$ cat src/rtl/alu_mdu_pkg.sv
// Shared definitions for the alu_mdu execute unit: operation select codes,
// the control FSM state type and small decode helpers for the M-extension ops.
// The iterative multiply/divide datapath is only built when ALU_MDU_MULDIV_EN is defined.
package alu_mdu_pkg;

    localparam int SEL_W = 5;

    // Base (single-cycle) operation codes, sel[4] == 0
    localparam logic [3:0] ALUSEL_ADD  = 4'd0;
    localparam logic [3:0] ALUSEL_SUB  = 4'd1;
    localparam logic [3:0] ALUSEL_AND  = 4'd2;
    localparam logic [3:0] ALUSEL_OR   = 4'd3;
    localparam logic [3:0] ALUSEL_XOR  = 4'd4;
    localparam logic [3:0] ALUSEL_SLL  = 4'd5;
    localparam logic [3:0] ALUSEL_SRL  = 4'd6;
    localparam logic [3:0] ALUSEL_SRA  = 4'd7;
    localparam logic [3:0] ALUSEL_SLT  = 4'd8;
    localparam logic [3:0] ALUSEL_SLTU = 4'd9;

    // M-extension operation codes, sel[4] == 1
    localparam logic [2:0] MDSEL_MUL    = 3'd0;
    localparam logic [2:0] MDSEL_MULH   = 3'd1;
    localparam logic [2:0] MDSEL_MULHSU = 3'd2;
    localparam logic [2:0] MDSEL_MULHU  = 3'd3;
    localparam logic [2:0] MDSEL_DIV    = 3'd4;
    localparam logic [2:0] MDSEL_DIVU   = 3'd5;
    localparam logic [2:0] MDSEL_REM    = 3'd6;
    localparam logic [2:0] MDSEL_REMU   = 3'd7;

    typedef enum logic [1:0] {
        ST_IDLE = 2'd0,
        ST_BUSY = 2'd1,
        ST_DONE = 2'd2
    } state_t;

    // Divide group occupies codes 4..7
    function automatic logic md_is_div(input logic [2:0] op);
        return op[2];
    endfunction

    // Within the divide group, REM/REMU have bit 1 set
    function automatic logic md_is_rem(input logic [2:0] op);
        return op[2] & op[1];
    endfunction

    // Operand A is treated as signed for MULH, MULHSU, DIV, REM
    function automatic logic md_signed_a(input logic [2:0] op);
        return (op == MDSEL_MULH) || (op == MDSEL_MULHSU) ||
               (op == MDSEL_DIV)  || (op == MDSEL_REM);
    endfunction

    // Operand B is treated as signed for MULH, DIV, REM
    function automatic logic md_signed_b(input logic [2:0] op);
        return (op == MDSEL_MULH) || (op == MDSEL_DIV) || (op == MDSEL_REM);
    endfunction

endpackage

$ cat src/rtl/alu_mdu_iter.sv
// mdu_iter: iterative multiply/divide datapath for alu_mdu.
// Loads operand magnitudes on start, performs one shift-add (multiply) or
// restoring-subtract (divide) step per cycle while run is high, and presents
// the sign-corrected result of the step being taken so the caller can latch
// it on the final (last) cycle. Instantiated only with ALU_MDU_MULDIV_EN.
module mdu_iter
    import alu_mdu_pkg::*;
#(
    parameter int XLEN = 32
) (
    input  logic            clk,
    input  logic            rst,
    input  logic            start,
    input  logic            run,
    input  logic [2:0]      op,
    input  logic [XLEN-1:0] a,
    input  logic [XLEN-1:0] b,
    output logic [XLEN-1:0] result,
    output logic            last
);

    localparam int CW = $clog2(XLEN);

    // hi/lo double as product {hi,lo} or {remainder, quotient/dividend}
    logic [XLEN-1:0] hi_reg, lo_reg, opnd_reg;
    logic [XLEN-1:0] hi_next, lo_next;
    logic [2:0]      op_reg;
    logic            neg_main_reg, neg_rem_reg;
    logic [CW-1:0]   count_reg;

    logic            sign_a, sign_b;
    logic [XLEN-1:0] mag_a, mag_b;

    // Operand sign extraction and magnitude for the load cycle
    always_comb begin
        sign_a = md_signed_a(op) & a[XLEN-1];
        sign_b = md_signed_b(op) & b[XLEN-1];
        mag_a  = sign_a ? (~a + 1'b1) : a;
        mag_b  = sign_b ? (~b + 1'b1) : b;
    end

    logic [XLEN:0]   mul_sum;
    logic [XLEN:0]   div_shifted, div_diff;
    logic            div_fits;

    // One iteration step: shift-add for multiply, restoring subtract for divide
    always_comb begin
        mul_sum     = {1'b0, hi_reg} + (lo_reg[0] ? {1'b0, opnd_reg} : '0);
        div_shifted = {hi_reg, lo_reg[XLEN-1]};
        div_diff    = div_shifted - {1'b0, opnd_reg};
        div_fits    = ~div_diff[XLEN];
        if (md_is_div(op_reg)) begin
            hi_next = div_fits ? div_diff[XLEN-1:0] : div_shifted[XLEN-1:0];
            lo_next = {lo_reg[XLEN-2:0], div_fits};
        end else begin
            hi_next = mul_sum[XLEN:1];
            lo_next = {mul_sum[0], lo_reg[XLEN-1:1]};
        end
    end

    logic [2*XLEN-1:0] prod_raw, prod_fix;

    // Sign fix-up and result selection from the post-step values
    always_comb begin
        prod_raw = {hi_next, lo_next};
        prod_fix = neg_main_reg ? (~prod_raw + 1'b1) : prod_raw;
        result   = '0;
        case (op_reg)
            MDSEL_MUL:                           result = prod_fix[XLEN-1:0];
            MDSEL_MULH, MDSEL_MULHSU, MDSEL_MULHU: result = prod_fix[2*XLEN-1:XLEN];
            MDSEL_DIV, MDSEL_DIVU:               result = neg_main_reg ? (~lo_next + 1'b1) : lo_next;
            default:                             result = neg_rem_reg ? (~hi_next + 1'b1) : hi_next;
        endcase
    end

    assign last = (count_reg == '0);

    // Operand load on start, one datapath step and counter decrement per run cycle
    always_ff @(posedge clk) begin
        if (!rst) begin
            hi_reg       <= '0;
            lo_reg       <= '0;
            opnd_reg     <= '0;
            op_reg       <= MDSEL_MUL;
            neg_main_reg <= 1'b0;
            neg_rem_reg  <= 1'b0;
            count_reg    <= '0;
        end else if (start) begin
            hi_reg       <= '0;
            lo_reg       <= mag_a;
            opnd_reg     <= mag_b;
            op_reg       <= op;
            neg_main_reg <= sign_a ^ sign_b;
            neg_rem_reg  <= sign_a;
            count_reg    <= CW'(XLEN - 1);
        end else if (run) begin
            hi_reg <= hi_next;
            lo_reg <= lo_next;
            if (count_reg != '0) begin
                count_reg <= count_reg - 1'b1;
            end
        end
    end

endmodule

$ cat src/rtl/alu_mdu.sv
// alu_mdu: execute-stage arithmetic unit with valid/ready handshake.
// Holds the control FSM, the single-cycle base-op datapath and the result
// register. RV32M ops run on mdu_iter when ALU_MDU_MULDIV_EN is defined;
// otherwise every M op completes in one cycle with a zero result.
module alu_mdu
    import alu_mdu_pkg::*;
#(
    parameter int XLEN = 32
) (
    input  logic             clk,
    input  logic             rst,
    input  logic             req_valid_i,
    output logic             req_ready_o,
    input  logic [SEL_W-1:0] sel_i,
    input  logic [XLEN-1:0]  a_i,
    input  logic [XLEN-1:0]  b_i,
    input  logic             flush_i,
    output logic             res_valid_o,
    input  logic             res_ready_i,
    output logic [XLEN-1:0]  res_o,
    output logic             busy_o
);

    localparam int              SHW     = $clog2(XLEN);
    localparam logic [XLEN-1:0] MIN_VAL = {1'b1, {(XLEN-1){1'b0}}};

    state_t          st_reg;
    logic            valid_reg;
    logic [XLEN-1:0] res_reg;

    logic            accept;
    logic            m_start;
    logic [XLEN-1:0] m_res;
    logic [XLEN-1:0] base_res;
    logic [XLEN-1:0] quick_res;
    logic [XLEN-1:0] iter_res;
    logic            iter_last;
    logic [SHW-1:0]  shamt;

    assign req_ready_o = (st_reg == ST_IDLE) || ((st_reg == ST_DONE) && res_ready_i);
    assign accept      = req_valid_i && req_ready_o && !flush_i;
    assign res_valid_o = valid_reg;
    assign res_o       = res_reg;
    assign shamt       = b_i[SHW-1:0];

    // Single-cycle base operations; unknown codes yield zero
    always_comb begin
        base_res = '0;
        case (sel_i[3:0])
            ALUSEL_ADD:  base_res = a_i + b_i;
            ALUSEL_SUB:  base_res = a_i - b_i;
            ALUSEL_AND:  base_res = a_i & b_i;
            ALUSEL_OR:   base_res = a_i | b_i;
            ALUSEL_XOR:  base_res = a_i ^ b_i;
            ALUSEL_SLL:  base_res = a_i << shamt;
            ALUSEL_SRL:  base_res = a_i >> shamt;
            ALUSEL_SRA:  base_res = $unsigned($signed(a_i) >>> shamt);
            ALUSEL_SLT:  base_res = {{(XLEN-1){1'b0}}, ($signed(a_i) < $signed(b_i))};
            ALUSEL_SLTU: base_res = {{(XLEN-1){1'b0}}, (a_i < b_i)};
            default:     base_res = '0;
        endcase
    end

`ifdef ALU_MDU_MULDIV_EN
    logic [2:0] md_op;
    logic       div_zero, div_ovf;

    assign md_op    = sel_i[2:0];
    assign div_zero = md_is_div(md_op) && (b_i == '0);
    assign div_ovf  = md_is_div(md_op) && md_signed_a(md_op) && (a_i == MIN_VAL) && (b_i == '1);

    // Divide special cases finish at once; everything else starts the iterator
    always_comb begin
        m_start = 1'b0;
        m_res   = '0;
        if (div_zero) begin
            m_res = md_is_rem(md_op) ? a_i : '1;
        end else if (div_ovf) begin
            m_res = md_is_rem(md_op) ? '0 : MIN_VAL;
        end else begin
            m_start = sel_i[4];
        end
    end

    mdu_iter #(
        .XLEN (XLEN)
    ) u_iter (
        .clk    (clk),
        .rst    (rst),
        .start  (accept && m_start),
        .run    (st_reg == ST_BUSY),
        .op     (md_op),
        .a      (a_i),
        .b      (b_i),
        .result (iter_res),
        .last   (iter_last)
    );

    assign busy_o = (st_reg == ST_BUSY);
`else
    assign m_start   = 1'b0;
    assign m_res     = '0;
    assign iter_res  = '0;
    assign iter_last = 1'b1;
    assign busy_o    = 1'b0;
`endif

    assign quick_res = sel_i[4] ? m_res : base_res;

    // Control FSM and result register; flush beats any request in the same cycle
    always_ff @(posedge clk) begin
        if (!rst) begin
            st_reg    <= ST_IDLE;
            valid_reg <= 1'b0;
            res_reg   <= '0;
        end else if (flush_i) begin
            st_reg    <= ST_IDLE;
            valid_reg <= 1'b0;
        end else if (accept) begin
            if (m_start) begin
                st_reg    <= ST_BUSY;
                valid_reg <= 1'b0;
            end else begin
                st_reg    <= ST_DONE;
                valid_reg <= 1'b1;
                res_reg   <= quick_res;
            end
        end else begin
            case (st_reg)
                ST_BUSY: begin
                    if (iter_last) begin
                        st_reg    <= ST_DONE;
                        valid_reg <= 1'b1;
                        res_reg   <= iter_res;
                    end
                end
                ST_DONE: begin
                    if (res_ready_i) begin
                        st_reg    <= ST_IDLE;
                        valid_reg <= 1'b0;
                    end
                end
                default: ;
            endcase
        end
    end

endmodule

$ cat config.mk
export PLATFORM = sky130hd
export DESIGN_NAME = alu_mdu
export DESIGN_NICKNAME = d
export VERILOG_FILES = /design/src/rtl/alu_mdu_pkg.sv /design/src/rtl/alu_mdu_iter.sv /design/src/rtl/alu_mdu.sv
export SDC_FILE = /design/constraint.sdc
export NUM_CORES = 1
export LEC_CHECK = 0
export ABC_AREA = 1
export CAP_MARGIN = 20
export CORE_ASPECT_RATIO = 1.4
export CORE_MARGIN = 5
export CORE_UTILIZATION = 43
export DETAILED_ROUTE_END_ITERATION = 10
export PLACE_DENSITY = 0.59
export SLEW_MARGIN = 20
export SYNTH_ARGS = -nofsm -noshare
export SYNTH_HDL_FRONTEND = slang
export SYNTH_HIERARCHICAL = 1
export SYNTH_SLANG_ARGS = --single-unit
$ cat constraint.sdc
create_clock -name clk -period 3.6 [get_ports clk]
set_clock_uncertainty 0.05 [all_clocks]
set_input_delay 0.54 -clock clk [delete_from_list [all_inputs] [get_ports clk]]
set_output_delay 0.54 -clock clk [all_outputs]
set_load 0.02 [all_outputs]
# Word-level counts from Yosys, hierarchy flattened
# Cells that the tools add are included.
# classes
shift	3
bitwise	5
n_reduce_logical	15
n_addsub	2
n_eq_ne	13
muxes	10
n_lt_le_gt_ge	2
# ops
op	n
32-bit one-hot mux with 10 select lines	1
32-bit two-way mux	3
32-bit less-than comparator	2
32-bit adder	1
32-bit bitwise AND	1
32-bit OR	1
32-bit by 5-bit left shift with 32-bit output	1
32-bit by 5-bit right shift with 32-bit output	1
32-bit by 5-bit >>> shifter with 32-bit output	1
32-bit subtractor	1
32-bit bitwise XOR	1
4-bit by 3-bit equality test with 1-bit output (second input constant)	4
4-bit by 2-bit equality test with 1-bit output (second input constant)	2
4-bit equality test (second input constant)	2
2-bit AND reduction	3
4-bit by 1-bit equality test with 1-bit output (second input constant)	1
4-bit zero test	1
2-bit two-way mux	2
2-bit one-hot mux with 2 select lines	1
2-bit nonzero test	2
1-bit logical AND	3
3-bit inequality test (second input constant)	1
3-bit nonzero test	1
3-bit OR reduction	1
other kinds (10)	12
# word_totals
in_bits	74
ff_bits	35
out_inout_bits	35

# Longest topological paths before layout
# Gate-level depths: netlist of run 1.
# depth
ltp_word	7
depth_mapped	20
ltp_nobuf	18

# Worst setup path after synthesis of run 1
# No wires, ideal clock.
# synth_timing
path_kind	in2reg
from	in b_i[3]
to	reg res_reg[29] (netlist: res_o[29])
arrival_time_ps	2552
setup_time_ps	131
cell_stages	17
required_time_ps	3419
path_slack_ps	868
path_buffers	3
cell_sequence	inv_1 buf_2 buf_1 ha_1 buf_2 nor2_1 nand3_1 nand3_1 nand2_1 nand3_1 nand2_1 nand2_1 nand2_1 nand3_1 nand3_1 nand2_1 a21oi_2
# synth_via
elab_chain_cells	4
elab_cells_between_ends	8
cone_classes	2 x add/sub; 3 x shift; 3 x mux
# synth_lines
item	line_no	rtl
from (decl)	alu_mdu.sv:16	input logic [XLEN-1:0] b_i,
32-bit subtractor, or another cell as far along	alu_mdu.sv:51	ALUSEL_SUB: base_res = a_i - b_i;
32-bit one-hot mux with 10 select lines *	alu_mdu.sv:49	case (sel_i[3:0])
32-bit two-way mux *	alu_mdu.sv:108	assign quick_res = sel_i[4] ? m_res : base_res;
32-bit two-way mux *	alu_mdu.sv:119	end else if (accept) begin
to (signal assigned)	alu_mdu.sv:126	res_reg <= quick_res;
to (signal assigned)	alu_mdu.sv:134	res_reg <= iter_res;
to (decl)	alu_mdu.sv:29	logic [XLEN-1:0] res_reg;
# Mark *: on every way between the ends. The rest lies on a longest branch, timed or not.
# A chain may end at the register's enable or synchronous reset.

# Worst setup path after layout of run 1
# layout_timing
from	in sel_i[0]
to	reg res_reg[19] (netlist: res_o[19])
# layout_via
elab_chain_cells	4
elab_cells_between_ends	13
cone_classes	9 x eq/ne; 3 x mux; 1 x reduce/logical
# layout_lines
item	line_no	rtl
from (decl)	alu_mdu.sv:14	input logic [SEL_W-1:0] sel_i,
4-bit equality test, or another cell as far along	alu_mdu.sv:49	
32-bit one-hot mux with 10 select lines *	alu_mdu.sv:49	
32-bit two-way mux *	alu_mdu.sv:108	
32-bit two-way mux *	alu_mdu.sv:119	
# Marked as above.

==> results of run 1 <==
synth_stat cells (all sizes together), types with 3 or more instances:
master and n:
dfxtp 33, nand3b 7, nor4 3, o211ai 9
buf 81, a31oi 3, a211oi 3, nand2 851
and2 11, nand4 32, o221ai 3, ha 100
inv 308, clkbuf 23, o21ai 59, nor3 19
nand3 408, nor2 187, o21bai 11, o22ai 18
a21oi 107, or2 7
area by class of cell:
type,instances,area [µm²]
fillers,3051,13000
multi-input cells,1850,9110
repair buffers,236,2110
well taps,328,410
clock buffers,5,125
flip-flops and latches,33,661
clock inverters,3,46.3
inverters,310,1180
per-layer routing:
layer | wire length, µm | up-vias
met2 | 28700 | 939
met1 | 23500 | 7362
li1 | - | 7627
met4 | 6020 | 0
met3 | 5020 | 245
met5 | 0 | -
metrics by stage:
| stage | instances | worst slack (ns) | cell area (µm²) |
|---|---|---|---|
| after floorplan | 2297 | 0.868 | 11500 |
| after global placement | 2757 | 0.127 | 13500 |
| after detailed placement | 2757 | 0.143 | 13500 |
| after CTS | 2765 | 0.440 | 13600 |
| after global routing | 2765 | 0.144 | 13600 |
| final | 2765 | 0.287 | 13600 |
where the power goes:
group,switching (mW),internal (mW)
sequential,0.00607,0.371
combinational,1.27,0.606
clock,0.221,0.329
cell families after synthesis:
kind of cell	share of synthesized area [%]
xor+xnor	0.228
flops	5.73
simple gates	56.9
other cells	0.0325
fa+ha+maj	11.2
compound gates	10.6
buf+inv	15.3
critical path, stage by stage:
cell             delay, ns
clkdlybuf4s50_1       0.59
nand2_1               0.22
inv_1                 0.06
nand2_1               0.47
o22ai_1               0.15
a21oi_1               0.34
nand2_1               0.28
a21oi_1               0.19
nand3_1               0.21
o21ai_1               0.28
a21oi_1               0.10
final timing paths:
kind | to | slack (ns) | cells after the start
worst max register to register | res_o[21] | 1.78 | 7
worst min register to register | res_o[7] | 0.42 | 2
worst min-delay path | res_o[7] | 0.42 | 2
worst max-delay path | res_o[19] | 0.29 | 11
==> results.cfg, run 1 <==
[run_status]
status = complete, no violations

[min_path]
hold_class = flip-flop to flip-flop
worstHoldStart = res_o[7]

[timing]
worst_pin_slew_ns = 0.689
period_share_pct = 92.0
hold_viol_final = 0
finalSetupViolations = 0
tns_ns = 0
slew_headroom_pct = 54.0
timing.hold.ws_ns = 0.420
rsz0062_at_grt = false
drv_slew = 0
period_minus_slack_ns = 3.31
clock.fmax_mhz = 302

[clocking]
cts_tree = built
cts_setup_buffers = 0
clock_path_buffers = 2
cts.sinks = 33
clkLatencyLatePin_ns = 0.29
root_buffer = clkbuf_16
cts.hold.buffers_added = 0
cts.clk_slew.worst_paths_ns = 0.06
cts_buffers = 5
htree_levels = 2
cts_resized = 0

[global_routing]
grt.busiest_layer = met2
grtUsageMet2_pct = 66.3
antenna_found_initial = 0
gr-total-overflow = 0
grt_use_met3_pct = 3.79
first_global_vias = 15051
met1_usage_pct = 48.6
grt_pass1_wl_um = 91700
grt_max_degree = 59
grtUsageTotal_pct = 40.4

[synthesis]
ys_warn_count = 6
syn_area_per_cell_um2 = 5.02
yosysTopAreaCell = nand2_1
synth_seq_area_share_pct = 5.73
netlist_instances = 2297
synth_area_leaders = nand2_1, nand3_1, ha_1, inv_1, dfxtp_1
synth_seq_cells = 33
synth_top_area_share_pct = 27.4
synthArstFlopShare_pct = 0
syn-cell-area_um2 = 11500
synth_cell_types = 51
synth_flop_cell = dfxtp_1
synth_edf_count = 0
synth_fp_nets = 2473

[power]
power.density_nw_per_um2 = 205
p_leak_nw = 7.45
peakVddDrop_mv = 0.155
p_total_mw = 2.80

[finish]
final_common_cell = nand2_1
area_growth_syn_to_layout_pct = 18.2
utilization_pct = 51.2
layout_common_cells = nand2_1, nand3_1, inv_1
nNetsFinal = 2612
diodes = 0
drive_above_1_share_pct = 7.80
largest_reg_flops = 32

[placement]
dp.final_hpwl_um = 52200
portBuffers = 107
place.gp.congestion = 1.11

[routing]
ant_nets = 0
drt_iter0_markers = 1767
via_per_inst = 5.85
wl_per_cell_um = 22.9
vias = 16173
routed_wl_um = 63200
drtPass1Iterations = 6
drc_errors = 0

[critical_path]
cp-startpoint = sel_i[0]
critPathArrivalTime_ns = 3.44
criticalPathCategory = primary input to flip-flop
startpoint_type = primary input
endpoint_kind = flip-flop
cp_max_fo = 13
critPathRequiredTime_ns = 3.73
reg2reg_from = st_reg[1]

[floorplanning]
rows = 71
die_w_um = 148
start_util_pct = 43.3
coreArea_um2 = 26700
die_h_um = 204
die_area_um2 = 30300
ioPinCount = 109

[run]
maxCapViolCount = 0
Power figures use the tool's default switching activity.
==> run 2, diff against run 1 <==
- ABC_AREA: 1 -> unset
- PLACE_DENSITY: 0.59 -> 0.6
- RECOVER_POWER: unset -> 100
- SLEW_MARGIN: 20 -> 30
==> run 2 against run 1 <==
Net effect:
- worst hold slack lost 0.0056 ns
- final area grew 0.59%
- combinational power grew 7%
- wire length shrank 18%
- clock-buffer cell count grew 2
- first-iteration DRC count shrank 17%
- synthesized cell count shrank 38%
- via count shrank 19%
- setup slack lost 0.17 ns
- critical path depth shrank 2
==> results.cfg, run 2 <==
[run_status]
status = complete, no violations

[placement]
postPlaceCellArea_um2 = 13300
portBuffers = 107
dpl_worst_slack_ns = -0.590
place.gp.congestion = 1.07
dp.final_hpwl_um = 42000
placedCellCount = 2040

[critical_path]
cpMaxStageDelayCell = mux4_1
reg2reg_from = st_reg[1]
endpoint_kind = flip-flop
path_buf_inv = 1
cp_max_fo = 3
critPathArrivalTime_ns = 3.62
critPathRequiredTime_ns = 3.73
path_cells = clkdlybuf4s50_1 > mux4_1 > mux4_2 > a211oi_2 > a21o_1 > nand4_1 > a2111o_1 > o311a_1 > o41a_1
cp_slowest_stage_delay_ns = 0.64
startpoint_type = primary input
rrSetupSlack_ns = 1.29
criticalPathCategory = primary input to flip-flop
critPathTopFamily = compound AO/OA/AOI/OAI gates
cp-startpoint = a_i[15]

[global_routing]
gr-total-overflow = 0
grt_pass1_wl_um = 76100
grtUsageTotal_pct = 38.7
antenna_found_initial = 0
first_global_vias = 12516
grt_max_degree = 88

[timing]
drv_slew = 0
period_minus_slack_ns = 3.48
tns_ns = 0
hold_viol_final = 0
period_share_pct = 96.7
finalSetupViolations = 0
worst_pin_slew_ns = 0.850
worst_slack_ns = 0.118
clock.fmax_mhz = 287
slew_headroom_pct = 43.4

[power]
p_leak_nw = 6.21
combPwrFrac_pct = 68.3
power.density_nw_per_um2 = 213
p_int_mw = 1.60
switchingPower_mw = 1.33
p_seq_share_pct = 12.8
swShare_pct = 45.4
peakVddDrop_mv = 0.220
p_clk_share_pct = 18.9

[synthesis]
synthArstFlopShare_pct = 0
ys_top_cells_by_count = nand2_1, nor2_1, a21oi_1
netlist_instances = 1424
synth_top_area_share_pct = 12.7
synth.most_common_cell = nand2_1
synth_cell_types = 79
syn-cell-area_um2 = 9820
synth_flop_cell = dfxtp_1
yosysTopAreaCell = ha_1
synth_area_leaders = ha_1, mux4_2, dfxtp_1, a21oi_1, o21ai_0
synth_fp_nets = 1600
synth_edf_count = 0
synth_seq_area_share_pct = 6.73
syn_area_per_cell_um2 = 6.90
ys_warn_count = 6
synth_seq_cells = 33

[clocking]
cts_tree = built
htree_levels = 2
root_buffer = clkbuf_16
cts_buffers = 5
clock_path_buffers = 2
cts.clk_slew.worst_paths_ns = 0.07
clkLatencyLatePin_ns = 0.29
cts.sinks = 33

[finish]
diodes = 0
multi_input_area_um2 = 8560
final_common_cell = buf_4
area_growth_syn_to_layout_pct = 39.7
nNetsFinal = 1927
seq_area_um2 = 661
final_area_um2 = 13700
final_cells = 2053
layout_common_cells = buf_4, nand2_1, nor2_1
drive_above_1_share_pct = 25.3
num-fill-cells = 2215
largest_reg_flops = 32

[routing]
via_per_inst = 6.39
ant_nets = 0
drc_errors = 0
drt_iter0_markers = 1474
wl_per_cell_um = 25.3
drtPass1Iterations = 6
vias = 13122
routed_wl_um = 52000

[floorplanning]
die_h_um = 189
coreArea_um2 = 22500
rows = 65
ioPinCount = 109
die_area_um2 = 26000
start_util_pct = 43.6
die_w_um = 138

[min_path]
worstHoldStart = res_o[14]
hold_class = flip-flop to flip-flop

[run]
maxCapViolCount = 0
run 2: cell types whose count changed in the layout (fill, tap and decap cells not counted), moves of 22 or more:
cell | previous run | this run
o211ai_1 | 9 | 33
nor2_1 | 176 | 137
nand4_1 | 32 | 10
mux2i_1 | 0 | 51
clkdlybuf4s50_1 | 104 | 59
buf_4 | 122 | 321
a22oi_1 | 0 | 22
nor3_1 | 15 | 43
dlygate4sd3_1 | 0 | 36
nand3_1 | 408 | 18
o21ai_0 | 38 | 116
mux4_2 | 0 | 35
inv_1 | 290 | 92
nand2_1 | 843 | 139
run 2: per-layer routing:
layer,up-vias,part of all wire (%),track usage [%]
li1,5927,-,-
met1,6170,37,47.9
met2,803,45,61.1
met3,222,9.0,6.76
met4,0,8.2,24.7
met5,-,0,0
run 2: per-stage QoR:
| step | utilization, % | power [mW] | hold WS, ns |
|---|---|---|---|
| floorplan | - | 1.37 | 0.487 |
| global placement | 59.0 | 2.27 | 0.391 |
| detailed placement | 59.0 | 2.28 | 0.399 |
| CTS | 60.0 | 2.84 | 0.414 |
| global route | 60.9 | 3.05 | 0.440 |
| finish | 60.9 | 2.93 | 0.414 |
run 2: worst register-to-register path: stages (launching register included):
cell	delay, ns
dfxtp_1	0.31
nand2b_1	0.11
nand3b_1	0.10
buf_4	0.22
nor3_1	0.19
buf_4	0.22
and2_1	0.44
nand2_1	0.35
o21ai_0	0.26
run 2: power groups by stage:
stage / logic, mW / registers [mW] / clock network (mW)
final: 2.00 / 0.376 / 0.553
after CTS: 1.91 / 0.376 / 0.555
after global placement: 1.89 / 0.385 / 0
after global routing: 2.11 / 0.376 / 0.563
after detailed placement: 1.89 / 0.385 / 0
after floorplan: 0.980 / 0.390 / 0
run 2: final timing paths:
kind,endpoint,cells past startpoint
setup / recovery,res_o[29],9
setup reg to reg,res_o[13],8
hold / removal,res_o[14],2
hold reg to reg,res_o[14],2
run 2: kinds of logic after synthesis:
kind of cell | share of synthesized area [%]
adder cells (fa/ha/maj) | 13.1
flip-flops | 6.73
multiplexers | 15.2
AND/OR/NAND/NOR | 21.0
buffers and inverters | 8.54
other | 0.0382
AO/OA/AOI/OAI | 33.3
XOR/XNOR | 1.96
run 2: timing repair:
action / 4_1_cts / 5_1_grt
buffers inserted: 1 / 4
endpoints found under the setup margin: 10 / 15
hold buffers: 0 / 0
resized for setup: 8 / 43
pin swaps: 2 / 19
run 2: final cells by class:
type / count / area share (%)
Multi-Input combinational cell: 1176 / 62.4
Timing Repair Buffer: 436 / 26.1
Clock buffer: 7 / 1.04
Inverter: 99 / 2.71
Sequential cell: 33 / 4.81
Tap cell: 301 / 2.74
Clock inverter: 1 / 0.219
==> run 3, diff against run 2 <==
- ABC_AREA: unset -> 1
- ABC_CLOCK_PERIOD_IN_PS: unset -> 3600
- CAP_MARGIN: 20 -> 5
- PLACE_DENSITY: 0.6 -> 0.59
==> run 3 against run 2 <==
Net effect:
- the flow now finishes with violations (max-capacitance violations, max-slew violations)
- combinational power is 7% lower
- setup slack better by 0.11 ns
- final cell count is 35% higher
- worst hold slack better by 0.00078 ns
- core utilization is 9.8 points lower
- register-to-register slack worse by 0.26 ns
- via count is 24% higher
- critical path type unchanged
- highest routed layer is now met5
==> results.cfg, run 3 (synthesis gave the netlist of run 1 again) <==
[routing]
via_per_inst = 5.87
vias = 16238
wl_met3_um = 5050
drc_errors = 0
ant_nets = 0
wl_per_cell_um = 22.9
top_layer_used = met5
wl_met1_um = 23400
drt_iter0_markers = 1711
routed_wl_um = 63300
drtPass1Iterations = 8
met2_length_um = 28700

[critical_path]
critPathRequiredTime_ns = 3.73
critPathArrivalTime_ns = 3.51
critPathTopFamily = simple AND/OR/NAND/NOR gates
cp_max_fo = 13
cp-startpoint = sel_i[0]
r2r_cells = 5
worstSetupPathDepth = 11
criticalPathCategory = primary input to flip-flop
endpoint_kind = flip-flop
reg2reg_from = st_reg[1]
path_buf_inv = 3
cpMaxStageDelayCell = dlygate4sd3_1
startpoint_type = primary input
cp_slowest_stage_delay_ns = 0.68
cpMostUsedCell = nand2_1
path_cells = dlygate4sd3_1 > nand2_1 > inv_1 > nand2_1 > o221ai_1 > nor2_1 > nand2_1 > nand3b_1 > o21ai_0 > buf_4 > a21oi_1

[run_status]
status = finished, violations left
violations = max-capacitance violations, max-slew violations

[timing]
slew_headroom_pct = -35.9
period_minus_slack_ns = 3.38
worst_pin_slew_ns = 2.04
tns_ns = 0
hold_viol_final = 0
rsz0062_at_grt = false
clock.fmax_mhz = 296
period_share_pct = 93.8
finalSetupViolations = 0
drv_slew = 34

[clocking]
cts.hold.buffers_added = 0
cts_resized = 0
cts_setup_buffers = 0
cts_buffers = 5
cts.clk_slew.worst_paths_ns = 0.06
root_buffer = clkbuf_16
clkLatencyLatePin_ns = 0.29
htree_levels = 2
cts_tree = built
cts.sinks = 33
clock_path_buffers = 2

[floorplanning]
rows = 71
ioPinCount = 109
die_w_um = 148
start_util_pct = 43.3
die_h_um = 204
die_area_um2 = 30300
coreArea_um2 = 26700

[finish]
area_growth_syn_to_layout_pct = 18.0
final_cells = 2765
nNetsFinal = 2612
seq_area_um2 = 661
final_area_um2 = 13600
largest_reg_flops = 32
final_common_cell = nand2_1
layout_common_cells = nand2_1, nand3_1, inv_1
multi_input_area_um2 = 9110
drive_above_1_share_pct = 7.51
num-fill-cells = 3055
diodes = 0

[global_routing]
grt_max_degree = 59
antenna_found_initial = 1
grt_pass1_wl_um = 91700
first_global_vias = 15051
grtUsageTotal_pct = 40.4
gr-total-overflow = 0

[power]
p_seq_share_pct = 13.5
combPwrFrac_pct = 66.9
peakVddDrop_mv = 0.154
power.density_nw_per_um2 = 205
switchingPower_mw = 1.49
p_int_mw = 1.30
swShare_pct = 53.5
p_leak_nw = 7.54
p_clk_share_pct = 19.6

[min_path]
hold_class = flip-flop to flip-flop
worstHoldStart = res_o[7]
hold_depth = 2

[placement]
dp.final_hpwl_um = 52200
placedCellCount = 2757
place.gp.congestion = 1.11
portBuffers = 107
postPlaceCellArea_um2 = 13500

[run]
maxCapViolCount = 1
==> run 3: cell type report <==
| cell class | count | share of cell area [%] |
|---|---|---|
| Tap cell | 328 | 3.01 |
| Multi-Input combinational cell | 1850 | 66.9 |
| Inverter | 310 | 8.65 |
| Clock inverter | 3 | 0.340 |
| Timing Repair Buffer | 236 | 15.3 |
| Clock buffer | 5 | 0.919 |
| Sequential cell | 33 | 4.85 |
==> run 3: per-layer routing <==
layer / vias up / GRT usage [%]
met2: 956 / 66.3
met5: - / 0
li1: 7622 / -
met3: 253 / 3.79
met1: 7405 / 48.6
met4: 2 / 30.3
==> run 3: power groups by stage <==
stage	clock network, mW	registers, mW	logic, mW
final	0.546	0.377	1.86
after global routing	0.555	0.377	2.00
after CTS	0.540	0.377	1.81
after detailed placement	0	0.385	1.80
after global placement	0	0.385	1.79
after floorplan	0	0.389	1.06
==> run 3: worst reg2reg max path, cell delays in order (launching register included) <==
cell,delay (ns)
dfxtp_1,0.33
nand2_1,0.09
nand3b_1,0.14
clkbuf_1,1.48
nand2_1,0.20
a21oi_2,0.22
==> run 3: worst paths after layout <==
kind | end | slack [ns]
setup / recovery | res_o[21] | 0.22
hold / removal | res_o[7] | 0.41
setup reg to reg | res_o[9] | 1.03
hold reg to reg | res_o[7] | 0.41
==> run 3: per-stage QoR <==
stage	hold slack, ns	total power, mW	setup WS [ns]	util [%]
finish	0.415	2.79	0.225	51.1
global route	0.434	2.93	0.0776	51.1
CTS	0.417	2.73	0.440	51.2
detailed placement	0.408	2.19	0.143	50.6
global placement	0.404	2.18	0.127	50.6
floorplan	0.495	1.45	0.868	-
